File: src/rtl/tl_queue_pkg.sv
// Shared helpers for the parametrised TileLink ready/valid queue.
// Contents: width helpers (pointer and occupancy widths) and the mode
// encoding used to decode the FLOW/PIPE parameter bits.
package tl_queue_pkg;

   // Width of an index/counter able to address n values, never below 1 bit
   // so single-entry queues still get a legal vector.
   function automatic int clog2_min1(input int n);
      return (n <= 2) ? 1 : $clog2(n);
   endfunction

   // PW: pointer width for a DEPTH-entry queue.
   function automatic int ptr_width(input int depth);
      return clog2_min1(depth);
   endfunction

   // CW: occupancy width, able to hold 0..DEPTH.
   function automatic int count_width(input int depth);
      return clog2_min1(depth + 1);
   endfunction

   typedef enum logic [1:0] {
      MODE_BASE      = 2'b00,
      MODE_FLOW      = 2'b01,
      MODE_PIPE      = 2'b10,
      MODE_FLOW_PIPE = 2'b11
   } queue_mode_e;

endpackage

File: src/rtl/tl_param_queue_if.sv
// Ready/valid bundle for tl_param_queue.
// master: producer/consumer side (drives enq_valid/bits, deq_ready, flush).
// slave : queue side (drives enq_ready, deq_valid/bits, count).
interface tl_param_queue_if #(
   parameter int WIDTH = 3,
   parameter int DEPTH = 2
);
   import tl_queue_pkg::*;

   localparam int CW = count_width(DEPTH);

   logic             io_enq_ready;
   logic             io_enq_valid;
   logic [WIDTH-1:0] io_enq_bits;
   logic             io_deq_ready;
   logic             io_deq_valid;
   logic [WIDTH-1:0] io_deq_bits;
   logic             io_flush;
   logic [CW-1:0]    io_count;

   modport master (
      input  io_enq_ready,
      output io_enq_valid,
      output io_enq_bits,
      output io_deq_ready,
      input  io_deq_valid,
      input  io_deq_bits,
      output io_flush,
      input  io_count
   );

   modport slave (
      output io_enq_ready,
      input  io_enq_valid,
      input  io_enq_bits,
      input  io_deq_ready,
      output io_deq_valid,
      output io_deq_bits,
      input  io_flush,
      output io_count
   );

endinterface

File: src/rtl/tl_queue_ram.sv
// DEPTH x WIDTH flop storage for the queue: one synchronous write port,
// one combinational read port. Kept separate so a memory macro can be
// swapped in later. Contents are intentionally not reset.
// Ports: clock, wr_en/wr_addr/wr_data (write), rd_addr/rd_data (read).
module tl_queue_ram #(
   parameter int WIDTH = 3,
   parameter int DEPTH = 2,
   parameter int AW    = 1
) (
   input  logic             clock,
   input  logic             wr_en,
   input  logic [AW-1:0]    wr_addr,
   input  logic [WIDTH-1:0] wr_data,
   input  logic [AW-1:0]    rd_addr,
   output logic [WIDTH-1:0] rd_data
);

   logic [WIDTH-1:0] mem_q [DEPTH];

   always_ff @(posedge clock) begin
      if (wr_en) mem_q[wr_addr] <= wr_data;
   end

   assign rd_data = mem_q[rd_addr];

endmodule

File: src/rtl/tl_param_queue.sv
// Parametrised ready/valid FIFO for TileLink channel decoupling.
// Optional empty-queue bypass (FLOW) and full-queue pass-through (PIPE),
// occupancy output and synchronous flush.
// Ports: clock, reset (async, active-high), io (tl_param_queue_if.slave).
module tl_param_queue
   import tl_queue_pkg::*;
#(
   parameter int WIDTH = 3,
   parameter int DEPTH = 2,
   parameter bit FLOW  = 1'b0,
   parameter bit PIPE  = 1'b0
) (
   input  logic         clock,
   input  logic         reset,
   tl_param_queue_if.slave io
);

   localparam int          PW   = ptr_width(DEPTH);
   localparam int          CW   = count_width(DEPTH);
   localparam queue_mode_e MODE = queue_mode_e'({PIPE, FLOW});
   localparam bit FLOW_EN = (MODE == MODE_FLOW) || (MODE == MODE_FLOW_PIPE);
   localparam bit PIPE_EN = (MODE == MODE_PIPE) || (MODE == MODE_FLOW_PIPE);

   logic [PW-1:0]    enq_ptr_q, enq_ptr_d;
   logic [PW-1:0]    deq_ptr_q, deq_ptr_d;
   logic             maybe_full_q, maybe_full_d;
   logic             ptr_match, empty, full, flow_path;
   logic             enq_ready, deq_valid, do_enq, do_deq;
   logic [WIDTH-1:0] rd_data;
   logic [CW-1:0]    count;

   // Explicit wrap so non-power-of-2 depths cycle correctly.
   function automatic logic [PW-1:0] ptr_inc(input logic [PW-1:0] p);
      if (DEPTH == 1) return '0;
      return (p == PW'(DEPTH - 1)) ? '0 : p + 1'b1;
   endfunction

   tl_queue_ram #(
      .WIDTH (WIDTH),
      .DEPTH (DEPTH),
      .AW    (PW)
   ) u_ram (
      .clock   (clock),
      .wr_en   (do_enq),
      .wr_addr (enq_ptr_q),
      .wr_data (io.io_enq_bits),
      .rd_addr (deq_ptr_q),
      .rd_data (rd_data)
   );

   always_comb begin
      ptr_match = (enq_ptr_q == deq_ptr_q);
      empty     = ptr_match & ~maybe_full_q;
      full      = ptr_match & maybe_full_q;
      flow_path = FLOW_EN & empty;

      enq_ready = (~full | (PIPE_EN & io.io_deq_ready)) & ~io.io_flush;
      // Reset gating matters only for the bypass path: registered state is
      // already empty while reset is held.
      deq_valid = (flow_path ? io.io_enq_valid : ~empty) & ~io.io_flush & ~reset;

      do_enq = io.io_enq_valid & enq_ready;
      do_deq = deq_valid & io.io_deq_ready;
      // Bypassed beat never touches storage or pointers.
      if (flow_path & io.io_deq_ready) begin
         do_enq = 1'b0;
         do_deq = 1'b0;
      end

      enq_ptr_d    = enq_ptr_q;
      deq_ptr_d    = deq_ptr_q;
      maybe_full_d = maybe_full_q;
      if (io.io_flush) begin
         enq_ptr_d    = '0;
         deq_ptr_d    = '0;
         maybe_full_d = 1'b0;
      end else begin
         if (do_enq) enq_ptr_d = ptr_inc(enq_ptr_q);
         if (do_deq) deq_ptr_d = ptr_inc(deq_ptr_q);
         if (do_enq != do_deq) maybe_full_d = do_enq;
      end

      if (ptr_match) count = maybe_full_q ? CW'(DEPTH) : '0;
      else if (enq_ptr_q > deq_ptr_q) count = CW'(enq_ptr_q) - CW'(deq_ptr_q);
      else count = CW'(DEPTH) + CW'(enq_ptr_q) - CW'(deq_ptr_q);
   end

   always_ff @(posedge clock or posedge reset) begin
      if (reset) begin
         enq_ptr_q    <= '0;
         deq_ptr_q    <= '0;
         maybe_full_q <= 1'b0;
      end else begin
         enq_ptr_q    <= enq_ptr_d;
         deq_ptr_q    <= deq_ptr_d;
         maybe_full_q <= maybe_full_d;
      end
   end

   assign io.io_enq_ready = enq_ready;
   assign io.io_deq_valid = deq_valid;
   assign io.io_deq_bits  = flow_path ? io.io_enq_bits : rd_data;
   assign io.io_count     = count;

endmodule
File: src/flat_wrapper.sv
// flat-port wrapper written by rule: the top's interface ports become plain ports
module tl_param_queue_flat import tl_queue_pkg::*;
#(
   parameter int WIDTH = 3,
   parameter int DEPTH = 2,
   parameter bit FLOW  = 1'b0,
   parameter bit PIPE  = 1'b0
)
  (clock, reset, io_io_enq_ready, io_io_enq_valid, io_io_enq_bits, io_io_deq_ready, io_io_deq_valid, io_io_deq_bits, io_io_flush, io_io_count);
  tl_param_queue_if #(.WIDTH(WIDTH), .DEPTH(DEPTH)) io_i ();
  input  logic clock;
  input  logic reset;
  output wire logic [$bits(io_i.io_enq_ready)-1:0] io_io_enq_ready;
  input wire logic [$bits(io_i.io_enq_valid)-1:0] io_io_enq_valid;
  input wire logic [$bits(io_i.io_enq_bits)-1:0] io_io_enq_bits;
  input wire logic [$bits(io_i.io_deq_ready)-1:0] io_io_deq_ready;
  output wire logic [$bits(io_i.io_deq_valid)-1:0] io_io_deq_valid;
  output wire logic [$bits(io_i.io_deq_bits)-1:0] io_io_deq_bits;
  input wire logic [$bits(io_i.io_flush)-1:0] io_io_flush;
  output wire logic [$bits(io_i.io_count)-1:0] io_io_count;
  assign io_io_enq_ready = io_i.io_enq_ready;
  assign io_i.io_enq_valid = io_io_enq_valid;
  assign io_i.io_enq_bits = io_io_enq_bits;
  assign io_i.io_deq_ready = io_io_deq_ready;
  assign io_io_deq_valid = io_i.io_deq_valid;
  assign io_io_deq_bits = io_i.io_deq_bits;
  assign io_i.io_flush = io_io_flush;
  assign io_io_count = io_i.io_count;
  tl_param_queue #(.WIDTH(WIDTH), .DEPTH(DEPTH), .FLOW(FLOW), .PIPE(PIPE)) u_core (.clock(clock), .reset(reset), .io(io_i));
endmodule
File: config.mk
export PLATFORM = sky130hd
export DESIGN_NAME = tl_param_queue_flat
export DESIGN_NICKNAME = d
export VERILOG_FILES = /design/src/rtl/tl_queue_pkg.sv /design/src/rtl/tl_param_queue_if.sv /design/src/rtl/tl_queue_ram.sv /design/src/rtl/tl_param_queue.sv /design/src/flat_wrapper.sv
export SDC_FILE = /design/constraint.sdc
export NUM_CORES = 1
export LEC_CHECK = 0
export ABC_AREA = 1
export BUFFER_PORTS_ARGS = -buffer_cell sky130_fd_sc_hd__buf_4
export CELL_PAD_IN_SITES_DETAIL_PLACEMENT = 1
export CELL_PAD_IN_SITES_GLOBAL_PLACEMENT = 2
export CORE_UTILIZATION = 24
export DETAILED_ROUTE_END_ITERATION = 16
export PLACE_DENSITY_LB_ADDON = 0.1
export SLEW_MARGIN = 20
export SYNTH_ARGS = -nofsm -noshare
export SYNTH_HDL_FRONTEND = slang
export SYNTH_SLANG_ARGS = --single-unit
File: constraint.sdc
create_clock -name clock -period 1.15 [get_ports clock]
set_input_delay 0 -clock clock [delete_from_list [all_inputs] [get_ports clock]]
set_output_delay 0 -clock clock [all_outputs]
set_load 0.005 [all_outputs]
== Yosys cells after proc, flatten, opt, wreduce, memory -nomap -nowiden ==
Memories as Yosys holds them, arrays and structs flattened.
Index checks and enable logic that the tools add are counted.
Cells by class
  add/sub/neg operators: 5
  multipliers: 0
  div/mod/pow operators: 0
  magnitude comparators: 1
  eq/ne operators: 2
  shift operators: 0
  mux-type cells: 13
  bitwise operators: 12
  reductions and logical operators: 3
Operators by type and width (number)
  2-to-1 mux 1 bit: 10
  bitwise AND 1 bit: 7
  2-to-1 mux 2 bit: 3
  nonzero test 2 bit: 3
  NOT 1 bit: 5
  adder 1 bit (second input constant): 2
  adder 2 x 1 -> 2 bit (first input constant): 1
  subtractor 1 x 1 -> 2 bit: 1
  subtractor 2 x 1 -> 2 bit: 1
  equality test 1 bit: 1
  > comparator 1 bit: 1
  inequality test 1 bit: 1
Storage, ports and cells
  flip-flop bits (word level): 3
  latch bits: 0
  RAM bits: 6
  bits in read-only memories: 0
  input port bits: 8
  memories: 1
Memory list
  u_core.u_ram.mem_q: depth 2, width 3, rd ports 1, clocked after Yosys merged registers in 0, write ports 1, line tl_queue_ram.sv:18  | logic [WIDTH-1:0] mem_q [DEPTH];

== Logic depth before layout (Yosys ltp) ==
Gate-level depths: netlist of run 1.
  word-level depth: 9
  mapped depth: 7
  depth with buffers taken out: 7

== Cells and area by module ==
A second synthesis of run 1 with hierarchy kept.
Second synthesis, totals
  cell total of the unflattened synthesis: 57
  area, all modules: 474.2 µm²
By module, submodules not included
  tl_param_queue: instances 1, cells an instance 37, area an instance 241.5 µm², sequential area each 75.1 µm²
  tl_queue_ram: instances 1, cells an instance 20, area an instance 232.7 µm², sequential area each 180.2 µm²

== Worst setup path after synthesis of run 1 ==
Ideal clock, no wire load.
  path type: flip-flop to flip-flop
  start: register u_core.enq_ptr_q
  end: memory u_core.u_ram.mem_q[0][0] (enable)
  data arrival time: 0.972 ns
  data required time: 0.851 ns
  slack: -0.121 ns
  stages on the path, launching flop included: 8
  cells stage by stage: dfrtp_1 inv_1 nand2_2 nand3_4 nand3_2 inv_2 nand2_2 inv_1
Between the ends
  word-level cells in the longest chain between the ends: 7
Ends and longest elaborated chain
  start, declared: line tl_param_queue.sv:24  | logic [PW-1:0] enq_ptr_q, enq_ptr_d;
  start signal, assigned: line tl_param_queue.sv:94  | enq_ptr_q <= enq_ptr_d;
  equality test 1 bit: line tl_param_queue.sv:52  | ptr_match = (enq_ptr_q == deq_ptr_q);
  bitwise AND 1 bit: line tl_param_queue.sv:54  | full = ptr_match & maybe_full_q;
  NOT 1 bit: line tl_param_queue.sv:57  | enq_ready = (~full | (PIPE_EN & io.io_deq_ready)) & ~io.io_flush;
  bitwise AND 1 bit: line tl_param_queue.sv:57
  bitwise AND 1 bit: line tl_param_queue.sv:62  | do_enq = io.io_enq_valid & enq_ready;
  2-to-1 mux 1 bit: line tl_queue_ram.sv:21  | if (wr_en) mem_q[wr_addr] <= wr_data;
  2-to-1 mux 1 bit (implied by the code): line tl_queue_ram.sv:21
  end, declared: line tl_queue_ram.sv:18
Parallel ways exist; a longest one is shown, timed or not.

== Worst setup path after layout of run 1 ==
  start: register u_core.enq_ptr_q
  end: output port io_io_count[0]
Between the ends
  word-level cells in the longest chain between the ends: 4
  elaborated cells between the ends (all ways): 7
  those cells by class: add/sub: 3; order compare: 1; eq/ne: 1; mux: 2
Ends and longest elaborated chain
  adder 2 x 1 -> 2 bit: line tl_param_queue.sv:85  | else count = CW'(DEPTH) + CW'(enq_ptr_q) - CW'(deq_ptr_q);
  subtractor 2 x 1 -> 2 bit: line tl_param_queue.sv:85
  2-to-1 mux 2 bit: line tl_param_queue.sv:84  | else if (enq_ptr_q > deq_ptr_q) count = CW'(enq_ptr_q) - CW'(deq_ptr_q);
  2-to-1 mux 2 bit (*): line tl_param_queue.sv:83  | if (ptr_match) count = maybe_full_q ? CW'(DEPTH) : '0;
  end, declared: line flat_wrapper.sv:20  | output wire logic [$bits(io_i.io_count)-1:0] io_io_count;
Mark *: on every way between the ends. The rest lies on a longest branch, timed or not.

==> impl_metrics.ini, run 1 <==
[status]
status = finished with violations
violations = setup timing

[routing]
ant_nets = 0
wire_per_inst_um = 10.2
drtPass1Iterations = 2
num_vias = 446
drcViolationCount = 0
viasPerCell = 3.95
drt-initial-drc-count = 1
wl_mm = 1.16

[clock_network]
clkLatencyLatePin_ns = 0.26
cts_tree = yes
root_buffer = clkbuf_4
clk_pin_slew_worst_paths_ns = 0.06
htreeDepth = 1
cts_sinks = 9
cts_buffers = 3
clock_path_buffers = 2

[timing]
slew_headroom_pct = 82.7
fin_skew_ns = 0.00434
worstMarginPinSlew_ns = 0.259
slew_viol_final = 0
setup_violations = 15
finalCritPeriodShare_pct = 109
fmax_mhz = 800
fin_ws_ns = -0.100
hold_viol_final = 0
post-route-min-period_ns = 1.25
rsz0062_at_grt = true

[synth]
ys_types = 12
ys_warn_count = 0
syn_area_um2 = 467
synth-seq-cells = 9
synth_fp_nets = 59
ys_seq_area_share_pct = 54.7
synth_cells = 51
syn_area_per_cell_um2 = 9.15

[cells_and_area]
syn2layout_area_growth_pct = 79.6
final_common_cell = buf_4
drive_above_1_share_pct = 59.1
n_fill_cell = 210
mostFrequentLayoutCells = buf_4, nand2_1, edfxtp_1
n_antenna_cell = 0
nets = 97

[grt]
grt_antenna_before_repair = 0
grt.total_usage_pct = 13.7
grt_overflow = 0
grt_pass1_vias = 431
grt_max_degree = 7
grt_pass1_wl_mm = 1.92

[worst_setup_path]
r2r-end = u_core.u_ram.mem_q[0][1]
start_kind = flip-flop
critPathRequiredTime_ns = 1.15
crit_end = io_io_count[0]
critPathKind = flip-flop to output pin
r2r_cells = 7
worstSetupStartpoint = u_core.enq_ptr_q
regToRegSetupSlack_ns = -0.10
path_max_fanout = 3
worst-endpoint-arrival_ns = 1.25
end_kind = output pin
timing.rr.start = u_core.enq_ptr_q

[floorplan]
core_mm2 = 0.00178
die_area_mm2 = 0.00212
die_w_um = 46.1
design.portCount = 15
row_count = 15
die_h_um = 46.1
initial_core_util_pct = 26.2

[power_and_ir_drop]
p_leak_nw = 0.422
ir_worst_vdd_v = 0.000773
power_density_mw_per_mm2 = 1230
fin_total_pwr_w = 0.00103

[place]
place_congestion = 0.693
portBuffers = 14
dp_hpwl_um = 893
dp_slack_ns = -0.0775

[flow_run]
maxCapViolCount = 0

[hold_path]
hp-class = input pin to flip-flop
flip-flops by register name (all words and copies together) (netlist names):
signal               cells
u_core.deq_ptr_q         1
u_core.enq_ptr_q         1
u_core.maybe_full_q      1
u_core.u_ram.mem_q       6
kinds of logic after synthesis:
group | Yosys count | share of synthesized area (%)
DFF | 9 | 54.7
and+or+nand+nor | 32 | 37.3
buffers and inverters | 10 | 8.04
final cells by class:
| cell class | count | area, um2 | share of cell area [%] |
|---|---|---|---|
| clock buffer | 3 | 22.5 | 2.69 |
| clock inverter | 1 | 5.00 | 0.597 |
| inverter | 10 | 37.5 | 4.48 |
| multi-input combinational | 32 | 216 | 25.8 |
| sequential | 9 | 258 | 30.7 |
| tap | 25 | 31.3 | 3.73 |
| timing repair buffer | 33 | 268 | 31.9 |
worst max-delay path: stages, from the launching register on:
cell and delay (ns):
dfrtp_2 0.44, inv_2 0.09, nand2_4 0.05, buf_4 0.15
nand2_2 0.08, buf_4 0.10, buf_4 0.09
what timing repair did:
| action | CTS | global route |
|---|---|---|
| pin swaps | 2 | 2 |
| hold buffers | 5 | 0 |
| setup endpoints to repair | 11 | 16 |
| gates resized for setup | 4 | 6 |
| buffers inserted | 4 | 1 |
| hold endpoints to repair | 10 | 0 |
where the power goes:
part	total (W)	switching (W)	internal [W]
clock network	0.000240	0.000112	0.000128
logic	0.000388	0.000169	0.000219
registers	0.000403	0.0000272	0.000376
total	0.00103	0.000308	0.000723
worst min path at each step:
stage	start	cells after the start	slack, ns	to
2_1_floorplan	reset	1	-0.25	u_core.enq_ptr_q
3_5_place_dp	reset	2	-0.10	u_core.enq_ptr_q
3_3_place_gp	reset	2	-0.10	u_core.enq_ptr_q
5_1_grt	io_io_deq_ready	4	0.09	u_core.maybe_full_q
4_1_cts	io_io_deq_ready	4	0.08	u_core.maybe_full_q
6_report	io_io_deq_ready	4	0.08	u_core.maybe_full_q
cells in the mapped netlist:
cell | instances | area [um2]
dfrtp_1 | 3 | 75.1
edfxtp_1 | 6 | 180
inv_1 | 8 | 30.0
inv_2 | 2 | 7.51
nand2_1 | 17 | 63.8
nand2_2 | 3 | 18.8
nand2_4 | 1 | 11.3
nand3_1 | 3 | 15.0
nand3_2 | 3 | 30.0
nand3_4 | 1 | 17.5
nand4_1 | 1 | 6.26
nor2_1 | 3 | 11.3
per-stage QoR:
stage	hold WS (ns)	instances	setup TNS, ns	utilization, %	area (um2)
floorplan	-0.246	51	-0.299	-	483
global placement	-0.103	99	-0.464	38.5	687
detailed placement	-0.102	99	-0.458	38.5	687
CTS	0.0837	112	-1.23	45.5	811
global route	0.0946	113	-1.85	47.0	838
finish	0.0796	113	-0.913	47.0	838
routing by layer:
metal  part of all wire (%)  up-vias  global-route usage, %
met1                     49      195                   18.3
met5                      0        -                      0
met2                     45       12                   19.4
met3                    3.2        4                   2.35
met4                    3.0        0                   10.6
li1                       -      235                      -
Note: power is estimated with default switching activity, not from simulation.
==> run 2: changes to the inputs <==
--- a/config.mk
+++ b/config.mk
@@ -9,7 +9,7 @@
 export BUFFER_PORTS_ARGS = -buffer_cell sky130_fd_sc_hd__buf_4
 export CELL_PAD_IN_SITES_DETAIL_PLACEMENT = 1
 export CELL_PAD_IN_SITES_GLOBAL_PLACEMENT = 2
-export CORE_UTILIZATION = 24
+export CORE_UTILIZATION = 25
 export DETAILED_ROUTE_END_ITERATION = 16
 export PLACE_DENSITY_LB_ADDON = 0.1
 export SLEW_MARGIN = 20
==> constraint.sdc (replaced) <==
create_clock -name clock -period 1.6 [get_ports clock]
set_input_delay 0 -clock clock [delete_from_list [all_inputs] [get_ports clock]]
set_output_delay 0 -clock clock [all_outputs]
set_load 0.005 [all_outputs]
==> impl_metrics.ini, run 2 (synthesis results as in run 1) <==
[cells_and_area]
largest_register_ffs = 6
n_antenna_cell = 0
n_fill_cell = 216
final_common_cell = nand2_1
fin_area_um2 = 679
syn2layout_area_growth_pct = 45.6
top_register = u_core.u_ram.mem_q
nets = 83
mostFrequentLayoutCells = nand2_1, buf_4, inv_1
drive_above_1_share_pct = 36.5

[power_and_ir_drop]
p_switching_w = 0.000186
p_leak_nw = 0.350
intPower_w = 0.000448
fin_total_pwr_w = 0.000634
power_density_mw_per_mm2 = 933
combPwrFrac_pct = 26.8
p_sw_share_pct = 29.4
ir_worst_vdd_v = 0.000341
p_clk_share_pct = 28.0
p_seq_share_pct = 45.2

[worst_setup_path]
start_kind = flip-flop
timing.rr.start = u_core.enq_ptr_q
r2r_cells = 7
r2r-end = u_core.u_ram.mem_q[0][1]
worst-endpoint-arrival_ns = 1.40
critPathRequiredTime_ns = 1.57
regToRegSetupSlack_ns = 0.17
critPathKind = flip-flop to flip-flop
end_kind = flip-flop
path_max_fanout = 3

[timing]
slew_headroom_pct = 84.4
fmax_mhz = 700
rsz0062_at_grt = false
worstMarginPinSlew_ns = 0.234
setup_violations = 0
post-route-min-period_ns = 1.43
slew_viol_final = 0
fin_ws_ns = 0.171
finalCritPeriodShare_pct = 89.3
setup_total_negative_slack_ns = 0
hold_viol_final = 0
fin_skew_ns = 0.000530

[routing]
ant_nets = 0
drt-initial-drc-count = 6
wire_per_inst_um = 10.2
num_vias = 398
drcViolationCount = 0
drtPass1Iterations = 4
wl_mm = 1.01
viasPerCell = 4.02

[floorplan]
design.portCount = 15
row_count = 15
die_area_mm2 = 0.00204
core_mm2 = 0.00175
initial_core_util_pct = 26.7
die_h_um = 45.2
die_w_um = 45.2

[place]
place_congestion = 0.701
dp_slack_ns = 0.157
dp_hpwl_um = 836
portBuffers = 14
place_area_um2 = 603

[clock_network]
root_buffer = clkbuf_4
cts_tree = yes
clock_path_buffers = 2
cts_setup_buffers = 0
clkLatencyLatePin_ns = 0.26
cts_buffers = 3
cts_sinks = 9
clk_pin_slew_worst_paths_ns = 0.06
htreeDepth = 1

[grt]
grt_pass1_vias = 359
grt_pass1_wl_mm = 1.62
grt_overflow = 0
grt_use_met1_pct = 15.9
met3_usage_pct = 3.60
top_usage_layer = met2
met2_usage_pct = 16.2
grt_antenna_before_repair = 0
grt_max_degree = 8
grt.total_usage_pct = 12.2

[hold_path]
hp-class = input pin to flip-flop
holdPathEnd = u_core.maybe_full_q
worstHoldStart = io_io_deq_ready
hold_path_depth = 4

[flow_run]
maxCapViolCount = 0

[status]
status = complete, no violations
-- run 2: metrics by stage --
step,instances,util (%),hold slack [ns]
floorplan,51,-,-0.246
global placement,90,34.6,-0.0958
detailed placement,90,34.6,-0.101
CTS,99,38.9,0.0797
global route,99,38.9,0.112
finish,99,38.9,0.0892
-- run 2: worst max-delay path, cell delays in order, from the launching register on --
cell and delay, ns:
dfrtp_1 0.41, inv_1 0.15, nand2_2 0.12, nand3_4 0.10
nand3_2 0.10, inv_2 0.09, nand2_2 0.05, inv_1 0.11
-- run 2: final cells by class --
type	instances	area, um2	area share, %
timing repair buffer	19	155	22.8
tap	25	31.3	4.60
sequential	9	255	37.6
clock buffer	4	26.3	3.87
inverter	10	37.5	5.52
multi-input combinational	32	174	25.6
-- run 2: per-layer routing --
metal / up-vias / share of wire [%] / routed length, um
li1: 204 / - / -
met1: 180 / 47 / 473
met2: 10 / 46 / 469
met3: 4 / 3.6 / 36
met4: 0 / 3.4 / 34
met5: - / 0 / 0
-- run 2: power groups by stage --
stage | sequential, W | combinational [W] | clock, W
6_report | 0.000286 | 0.000170 | 0.000178
5_1_grt | 0.000289 | 0.000192 | 0.000190
4_1_cts | 0.000287 | 0.000174 | 0.000184
3_5_place_dp | 0.000292 | 0.000163 | 0
3_3_place_gp | 0.000292 | 0.000163 | 0
2_1_floorplan | 0.000289 | 0.0000910 | 0
-- run 2: worst max path at each step --
stage	startpoint	endpoint	slack, ns	cells after the start
6_report	u_core.enq_ptr_q	u_core.u_ram.mem_q[0][1]	0.17	7
2_1_floorplan	u_core.enq_ptr_q	u_core.u_ram.mem_q[0][0]	0.33	7
5_1_grt	u_core.enq_ptr_q	u_core.u_ram.mem_q[0][0]	0.06	7
4_1_cts	u_core.enq_ptr_q	u_core.u_ram.mem_q[0][0]	0.14	7
3_3_place_gp	u_core.enq_ptr_q	u_core.u_ram.mem_q[0][1]	0.17	7
3_5_place_dp	u_core.enq_ptr_q	u_core.u_ram.mem_q[0][1]	0.16	7
-- run 2: repair_timing --
item	4_1_cts	5_1_grt
endpoints found under the hold margin	10	0
gates resized for setup	0	0
hold buffers	5	0
